[config.mk]
export PLATFORM = sky130hd
export DESIGN_NAME = sdram_arbiter
export DESIGN_NICKNAME = d
export VERILOG_FILES = /design/src/rtl/sdram_arbiter.sv
export SDC_FILE = /design/constraint.sdc
export NUM_CORES = 1
export LEC_CHECK = 0
export BUFFER_PORTS_ARGS = -buffer_cell sky130_fd_sc_hd__buf_2
export CORE_ASPECT_RATIO = 1.75
export CORE_MARGIN = 2
export CORE_UTILIZATION = 30
export DETAILED_ROUTE_END_ITERATION = 8
export GPL_TIMING_DRIVEN = 0
export HOLD_SLACK_MARGIN = 0.06
export PLACE_DENSITY = 0.63
export SETUP_SLACK_MARGIN = 0.2
export SLEW_MARGIN = 30
export SYNTH_ARGS = -nofsm -noshare
export SYNTH_HDL_FRONTEND = slang
export SYNTH_SLANG_ARGS = --single-unit
[constraint.sdc]
create_clock -name clk -period 1.45 [get_ports clk]
set_input_delay 0.29 -clock clk [delete_from_list [all_inputs] [get_ports clk]]
set_output_delay 0.29 -clock clk [all_outputs]
set_load 0.1 [all_outputs]
[src/rtl/sdram_arbiter.sv]
// Two-port round-robin front end for the byte-wide SDRAM controller, with timer-driven auto-refresh.
// One command outstanding at a time; clients hold req until a one-cycle ack, and refresh takes the next idle slot.
module sdram_arbiter #(
    parameter int FREQ       = 54_000_000,
    parameter int REFRESH_US = 15
) (
    input  logic        clk,
    input  logic        resetn,
    input  logic        p0_req,
    input  logic        p0_we,
    input  logic [22:0] p0_addr,
    input  logic [7:0]  p0_din,
    output logic        p0_ack,
    output logic [7:0]  p0_dout,
    input  logic        p1_req,
    input  logic        p1_we,
    input  logic [22:0] p1_addr,
    input  logic [7:0]  p1_din,
    output logic        p1_ack,
    output logic [7:0]  p1_dout,
    output logic        mem_rd,
    output logic        mem_wr,
    output logic        mem_refresh,
    output logic [22:0] mem_addr,
    output logic [7:0]  mem_din,
    input  logic [7:0]  mem_dout,
    input  logic        mem_data_ready,
    input  logic        mem_busy
);

    localparam int          REFRESH_CYCLES = FREQ / 1_000_000 * REFRESH_US;
    localparam logic [15:0] REFRESH_LAST   = 16'(REFRESH_CYCLES - 1);

    typedef enum logic [1:0] {
        S_IDLE   = 2'd0,
        S_ISSUED = 2'd1,
        S_WAIT   = 2'd2
    } state_t;

    state_t      state_q, state_d;
    logic [15:0] timer_q, timer_d;
    logic [1:0]  pending_q, pending_d;
    logic        last_grant_q, last_grant_d;
    logic        owner_q, owner_d;          // port index of the in-flight access
    logic        owner_vld_q, owner_vld_d;  // low while a refresh is in flight
    logic        owner_rd_q, owner_rd_d;
    logic        mem_rd_q, mem_rd_d;
    logic        mem_wr_q, mem_wr_d;
    logic        mem_refresh_q, mem_refresh_d;
    logic [22:0] mem_addr_q, mem_addr_d;
    logic [7:0]  mem_din_q, mem_din_d;
    logic        p0_ack_q, p0_ack_d;
    logic        p1_ack_q, p1_ack_d;
    logic [7:0]  p0_dout_q, p0_dout_d;
    logic [7:0]  p1_dout_q, p1_dout_d;

    logic p0_live, p1_live;
    logic timer_wrap, refresh_issue;
    logic grant_p1, grant_we;

    // A req seen during its own ack cycle is the tail of the finished access.
    assign p0_live = p0_req && !p0_ack_q;
    assign p1_live = p1_req && !p1_ack_q;

    always_comb begin
        state_d       = state_q;
        last_grant_d  = last_grant_q;
        owner_d       = owner_q;
        owner_vld_d   = owner_vld_q;
        owner_rd_d    = owner_rd_q;
        mem_addr_d    = mem_addr_q;
        mem_din_d     = mem_din_q;
        p0_dout_d     = p0_dout_q;
        p1_dout_d     = p1_dout_q;
        mem_rd_d      = 1'b0;
        mem_wr_d      = 1'b0;
        mem_refresh_d = 1'b0;
        p0_ack_d      = 1'b0;
        p1_ack_d      = 1'b0;
        refresh_issue = 1'b0;

        timer_wrap = (timer_q == REFRESH_LAST);
        timer_d    = timer_wrap ? 16'd0 : timer_q + 16'd1;

        grant_p1 = p1_live && (!p0_live || !last_grant_q);
        grant_we = grant_p1 ? p1_we : p0_we;

        case (state_q)
            S_IDLE: begin
                if (!mem_busy) begin
                    if (pending_q != 2'd0) begin
                        refresh_issue = 1'b1;
                        mem_refresh_d = 1'b1;
                        owner_vld_d   = 1'b0;
                        owner_rd_d    = 1'b0;
                        state_d       = S_ISSUED;
                    end else if (p0_live || p1_live) begin
                        owner_d      = grant_p1;
                        owner_vld_d  = 1'b1;
                        owner_rd_d   = !grant_we;
                        last_grant_d = grant_p1;
                        mem_addr_d   = grant_p1 ? p1_addr : p0_addr;
                        mem_din_d    = grant_p1 ? p1_din : p0_din;
                        mem_rd_d     = !grant_we;
                        mem_wr_d     = grant_we;
                        state_d      = S_ISSUED;
                    end
                end
            end
            S_ISSUED: begin
                state_d = S_WAIT;
            end
            S_WAIT: begin
                if (mem_data_ready && owner_vld_q && owner_rd_q) begin
                    if (owner_q) p1_dout_d = mem_dout;
                    else         p0_dout_d = mem_dout;
                end
                if (!mem_busy) begin
                    if (owner_vld_q) begin
                        p0_ack_d = !owner_q;
                        p1_ack_d = owner_q;
                    end
                    state_d = S_IDLE;
                end
            end
            default: begin
                state_d = S_IDLE;
            end
        endcase

        pending_d = pending_q;
        case ({timer_wrap, refresh_issue})
            2'b10:   pending_d = (pending_q == 2'd3) ? 2'd3 : pending_q + 2'd1;
            2'b01:   pending_d = pending_q - 2'd1;
            default: pending_d = pending_q;
        endcase
    end

    always_ff @(posedge clk) begin
        if (!resetn) begin
            state_q       <= S_IDLE;
            timer_q       <= 16'd0;
            pending_q     <= 2'd0;
            last_grant_q  <= 1'b1;
            owner_q       <= 1'b0;
            owner_vld_q   <= 1'b0;
            owner_rd_q    <= 1'b0;
            mem_rd_q      <= 1'b0;
            mem_wr_q      <= 1'b0;
            mem_refresh_q <= 1'b0;
            mem_addr_q    <= 23'd0;
            mem_din_q     <= 8'd0;
            p0_ack_q      <= 1'b0;
            p1_ack_q      <= 1'b0;
            p0_dout_q     <= 8'd0;
            p1_dout_q     <= 8'd0;
        end else begin
            state_q       <= state_d;
            timer_q       <= timer_d;
            pending_q     <= pending_d;
            last_grant_q  <= last_grant_d;
            owner_q       <= owner_d;
            owner_vld_q   <= owner_vld_d;
            owner_rd_q    <= owner_rd_d;
            mem_rd_q      <= mem_rd_d;
            mem_wr_q      <= mem_wr_d;
            mem_refresh_q <= mem_refresh_d;
            mem_addr_q    <= mem_addr_d;
            mem_din_q     <= mem_din_d;
            p0_ack_q      <= p0_ack_d;
            p1_ack_q      <= p1_ack_d;
            p0_dout_q     <= p0_dout_d;
            p1_dout_q     <= p1_dout_d;
        end
    end

    assign mem_rd      = mem_rd_q;
    assign mem_wr      = mem_wr_q;
    assign mem_refresh = mem_refresh_q;
    assign mem_addr    = mem_addr_q;
    assign mem_din     = mem_din_q;
    assign p0_ack      = p0_ack_q;
    assign p1_ack      = p1_ack_q;
    assign p0_dout     = p0_dout_q;
    assign p1_dout     = p1_dout_q;

endmodule

# Word-level counts from Yosys, hierarchy flattened
# Cells that the tools add are included.
# W data, S select, Z words.
[word_totals]
regBits = 76
input_bits = 78
output_inout_bits = 52
elab_cells = 78
[classes]
addsub = 3
eq_ne = 9
n_mux = 17
n_bitwise = 8
n_reduce_logical = 25
[ops]
columns = ["cell", "n"]
rows = [
  ["$mux W23", 1],
  ["$add A16 B1 Y16 const B", 1],
  ["$eq A16 B10 Y1 const B", 1],
  ["$reduce_and A3 Y1", 4],
  ["$mux W2", 5],
  ["$mux W1", 8],
  ["$mux W8", 1],
  ["$not A1 Y1", 8],
  ["$eq A2 B2 Y1 const B", 3],
  ["$logic_not A1 Y1", 6],
  ["$pmux W2 S3", 1],
  ["$reduce_bool A2 Y1", 3],
  ["$logic_and A1 B1 Y1", 5],
  ["$reduce_or A5 Y1", 1],
  ["$eq A2 B1 Y1 const B", 2],
  ["$ne A2 B2 Y1 const B", 2],
  ["$pmux W2 S2", 1],
  ["$reduce_and A4 Y1", 1],
  ["$reduce_or A4 Y1", 1],
  ["$ne A3 B3 Y1 const B", 1],
  ["$add A2 B1 Y2 const B", 1],
  ["$logic_not A2 Y1", 1],
  ["$logic_or A1 B1 Y1", 2],
  ["$reduce_or A2 Y1", 1],
  ["$sub A2 B1 Y2 const B", 1],
]

# Logic depth before layout (Yosys ltp)
[logic_depth]
depth_word = 9
mapped_depth = 9
mapped_depth_nobuf = 9

# Worst setup path after synthesis
# OpenSTA, ideal clock, no wires.
[synth_path]
path_type = "reg-to-reg"
startpoint = "register p1_ack_q (netlist: p1_ack)"
endpoint = "register mem_addr_q[10] (netlist: mem_addr[10])"
arrival_ps = 1885
slack_ps = -571
path_stages_with_launch = 7
path_cell_list = "dfxtp_1 > nor2b_1 > o211a_1 > buf_2 > clkbuf_1 > o21ai_0 > a31oi_1"
[synth_via]
elab_chain_cells = 4
word_cells_on_any_way = 6
cone_classes = "mux: 1; reduce/logical: 5"
[synth_rtl]
columns = ["item", "line", "rtl"]
rows = [
  ["from (decl)", "53", "logic p1_ack_q, p1_ack_d;"],
  ["from (signal assigned)", "171", "p1_ack_q <= p1_ack_d;"],
  ["$logic_not A1 Y1 *", "63", "assign p1_live = p1_req && !p1_ack_q;"],
  ["$logic_and A1 B1 Y1 *", "63", ""],
  ["$logic_or A1 B1 Y1 or $logic_and A1 B1 Y1 (tied branches)", "97, 85", ""],
  ["$reduce_and A4 Y1 (no source line) or $mux W23 (tied branches)", "-", ""],
  ["to (signal assigned)", "168", "mem_addr_q <= mem_addr_d;"],
  ["to (decl)", "50", "logic [22:0] mem_addr_q, mem_addr_d;"],
]
# Every way passes the cells marked *; elsewhere a longest branch is shown, timed or not.
# A chain may end at the register's enable or synchronous reset.

# Worst setup path after layout
[layout_path]
startpoint = "register timer_q[1]"
endpoint = "register pending_q[0]"
[layout_via]
elab_chain_cells = 3
word_cells_on_any_way = 5
cone_classes = "eq/ne: 3; mux: 1; reduce/logical: 1"
[layout_rtl]
columns = ["item", "line", "rtl"]
rows = [
  ["from (decl)", "41", "logic [15:0] timer_q, timer_d;"],
  ["from (signal assigned)", "159", "timer_q <= timer_d;"],
  ["$eq A16 B10 Y1 *", "82", "timer_wrap = (timer_q == REFRESH_LAST);"],
  ["$eq A2 B1 Y1 or $eq A2 B2 Y1 (tied branches)", "132", "case ({timer_wrap, refresh_issue})"],
  ["$pmux W2 S2 or $reduce_bool A2 Y1 (tied branches)", "-", ""],
  ["to (signal assigned)", "160", "pending_q <= pending_d;"],
  ["to (decl)", "42", "logic [1:0] pending_q, pending_d;"],
]
# Marks and branches as above.

==> summary.md <==
| Metric | Value |
|---|---|
| Status | finished with violations |
| Failing checks | negative setup slack |
| Max rail drop VDD | 0.707 mV |
| DR pass1 iterations | 4 |
| Clk slew on worst S/H paths | 0.06 ns |
| Worst r2r dst | pending_q[0]$_SDFFE_PN0P_ |
| Pre-CTS WS | -0.269 ns |
| Via-to-Cell Ratio | 4.91 |
| Hold path depth | 3 |
| Number of diodes | 0 |
| Pwr per Cell Area | 1200 nW/um^2 |
| Num CTS Buffers | 9 |
| Tightest Pin Transition | 0.410 ns |
| Net Count, Synth | 454 |
| Top post-synthesis cells by area | dfxtp_1 (48%), nand2_1 (8.5%), a31oi_1 (6.1%), mux2i_1 (5.3%), o21ai_0 (5.3%) |
| Core area | 10,300 um^2 |
| H-tree Lvls | 3 |
| Critical-path top delay cell | dfxtp_2 |
| Setup ws final | -0.159 ns |
| Final setup fails | 18 |
| CTS tree | yes |
| Netlist cell types | 36 |
| Combinational Power Share | 23.8% |
| Share of cells above drive strength 1 | 50.5% |
| CTS Buffer Depth | 2 |
| Most frequent cell after synthesis | dfxtp_1 |
| P&R area growth vs syn | 65.6% |
| Placed cell area | 4200 um^2 |
| R2R depth | 6 |
| CP Data Required Time | 1.67 ns |
| Leak | 0.00228 uW |
| RSZ-0062 raised after global routing | true |
| IO Pins | 130 |
| DRC | 0 |
| Hold Vio Cnt, Final | 0 |
| Max-slew headroom | 72.6% |
| Net Switching | 2000 uW |
| Yosys warns | 0 |
| First-pass GRT wire length | 15,200 um |
| Global-route usage over all layers | 17.1% |
| Wirelength, routed | 9520 um |
| Vias in the first global route | 3,210 |
| Switching share of power | 31.6% |
| R2r startpoint | timer_q[1]$_SDFF_PP0_ |
| Final net count | 608 |
| Post-route clock skew | 0.00694 ns |
| Clock power frac | 40.1% |
| Slew Viols, Final | 0 |
| Top cells by count, synth | dfxtp_1 (76), nand2_1 (72), o21ai_0 (34), a31oi_1 (31), nor2b_1 (23) |
| Initial antenna violation count | 0 |
| Slowest Stage Delay on Critical Path | 0.32 ns |
| Row cnt | 49 |
| Synth top area share | 47.6% |
| Max_cap viols | 0 |
| CTS root buf | clkbuf_16 |
| Pin count of the biggest net entering global routing | 15 |
| Via Count | 3,221 |
| Starting DRC count in detailed routing | 64 |
| Startpoint Class | flip-flop |
| Clock Sinks | 76 |
| Number of synthesized flops with an enable pin | 0 |
| FF+latch count, synth | 76 |
| Chip height | 141 um |
| Sequential element share of the synthesized area | 47.6% |
| Synth Flop Type | dfxtp_1 |
| Initial Util | 31.0% |
| Critical path peak fanout | 4 |
| Final Power | 6320 uW |
| Worst path top cell family by delay | adder cells |
| Die area | 11,500 um^2 |
| Final core utilization | 51.4% |
| Max Clock Freq | 621 MHz |
| Average cell area after synthesis | 8.63 um^2 |
| Hold EP | mem_addr[21]$_SDFFE_PN0P_ |
| Mapped Cells | 370 |
| Async set or reset register ratio after synthesis | 0% |
| Port Buf Inserts | 129 |
| Clk_lat worst skew | 0.34 ns |
| Post-route ant nets | 0 |
| Internal cell power | 4330 uW |
| Hold_sp | p0_addr[21] |
| Sequential power share | 36.1% |
| Design area | 5290 um^2 |
| Critical Path End Type | flip-flop |
| WL/cell | 14.5 um |
| Critical Path AT | 1.83 ns |
| GRT overflow | 0 |
| DP HPWL | 6880 um |
| Post-layout minimum cycle time | 1.61 ns |
| Die width | 82 um |
| Reg2Reg Setup Slack | -0.16 ns |
| Crit-path cells | inv_2 > ha_4 > nor4b_4 > nand4_1 > ha_4 > o311a_1 |
| Crit Path Class | reg2reg |
| Cell taking the most area after synthesis | dfxtp_1 |
| Critical path buffers and inverters | 1 |
| Post-synthesis instance area | 3190 um^2 |
| Hold Path Class | in2reg |
| Final Cycle Share | 111% |
| Most frequent CP cell | ha_4 |
| GP Congestion | 0.803 |
-- state kept, by name, summed over array words and instances, names as in the netlist --
signal	count
mem_rd	1
timer_q	16
state_q	2
mem_din	8
owner_vld_q	1
last_grant_q	1
p0_ack	1
owner_rd_q	1
mem_addr	23
mem_wr	1
owner_q	1
pending_q	2
mem_refresh	1
p0_dout	8
p1_dout	8
p1_ack	1
-- worst reg2reg max path, cell delays in order (launching register included) --
cell     delay [ns]
dfxtp_2        0.32
inv_2          0.06
ha_4           0.12
nor4b_4        0.18
nand4_1        0.23
ha_4           0.32
o311a_1        0.28
-- kinds of logic (layout without fill, tap and decap cells) --
family	after synthesis	count (layout)	share of synthesized area [%]
AOI/OAI and AO/OA	75	75	13.7
xor gates and xnor gates	12	12	3.29
adders and majority gates	6	6	2.35
buffers and inverters	29	188	3.80
DFF	76	76	47.6
muxes	18	18	5.68
and+or+nand+nor	154	154	23.6
-- repair_timing --
item                       in CTS  in global routing
setup endpoints to repair     122                 82
pin swaps                      17                  5
resized for setup             142                 45
buffers inserted               11                  2
hold buffers                    0                  0
cloned                          1                  0
-- layout by cell type, fill, tap and decap left out, types with 3 or more instances in the layout --
cell type,n
buf_2,78
nand2_1,68
buf_6,51
dfxtp_1,35
dfxtp_2,35
a31oi_1,30
o21ai_0,21
nor2b_1,20
mux2i_1,17
buf_4,13
o21ai_1,13
clkbuf_16,11
xor2_1,10
nor2_2,9
nor2_1,8
clkbuf_8,7
nand4_1,6
dfxtp_4,6
buf_8,5
nand3_1,5
clkbuf_1,5
and2_1,5
nor2_4,4
clkbuf_2,4
buf_12,4
inv_2,3
nor2b_4,3
ha_4,3
ha_1,3
-- through the flow --
step	TNS [ns]	hold slack [ns]	instances
6_report	-0.815	0.202	656
5_1_grt	-1.82	0.192	656
4_1_cts	-0.281	0.187	654
3_5_place_dp	-7.32	0.432	626
3_3_place_gp	-6.19	0.413	626
2_1_floorplan	-0.0815	0.406	370
-- how the worst max path moves through the flow --
stage                     startpoint                         to  slack (ns)  cells past startpoint
5_1_grt        timer_q[1]$_SDFF_PP0_  pending_q[0]$_SDFFE_PN0P_       -0.21                      6
6_report       timer_q[1]$_SDFF_PP0_  pending_q[0]$_SDFFE_PN0P_       -0.16                      6
3_3_place_gp                  resetn  mem_addr[10]$_SDFFE_PN0P_       -0.28                      5
3_5_place_dp                  resetn  mem_addr[14]$_SDFFE_PN0P_       -0.27                      5
2_1_floorplan  timer_q[1]$_SDFF_PP0_  pending_q[0]$_SDFFE_PN0P_       -0.04                      6
4_1_cts        timer_q[1]$_SDFF_PP0_  pending_q[0]$_SDFFE_PN0P_       -0.16                      6
-- final cells by class --
type / count / area, um^2
Fill cell: 979 / 5010
Timing Repair Buffer: 143 / 1130
Buffer: 25 / 251
Clock buffer: 10 / 250
Inverter: 4 / 15.0
Multi-Input combinational cell: 265 / 1810
Tap cell: 127 / 159
Clock inverter: 6 / 93.8
Sequential cell: 76 / 1590
-- per-layer routing --
layer	global-route usage, %	up-vias	share of wire (%)
met1	18.0	1534	36
met4	7.46	0	3.3
met2	30.8	88	56
li1	-	1578	-
met3	4.32	21	4.8
met5	0	-	0
-- power by group through the flow --
stage / Clock, uW / Combinational [uW] / Sequential [uW]
final: 2530 / 1500 / 2280
after detailed placement: 0 / 1280 / 2300
after global routing: 2700 / 1580 / 2300
after floorplan: 0 / 338 / 2950
after CTS: 2580 / 1460 / 2280
after global placement: 0 / 1270 / 2300
No activity file was read; power rests on OpenSTA's default activity.
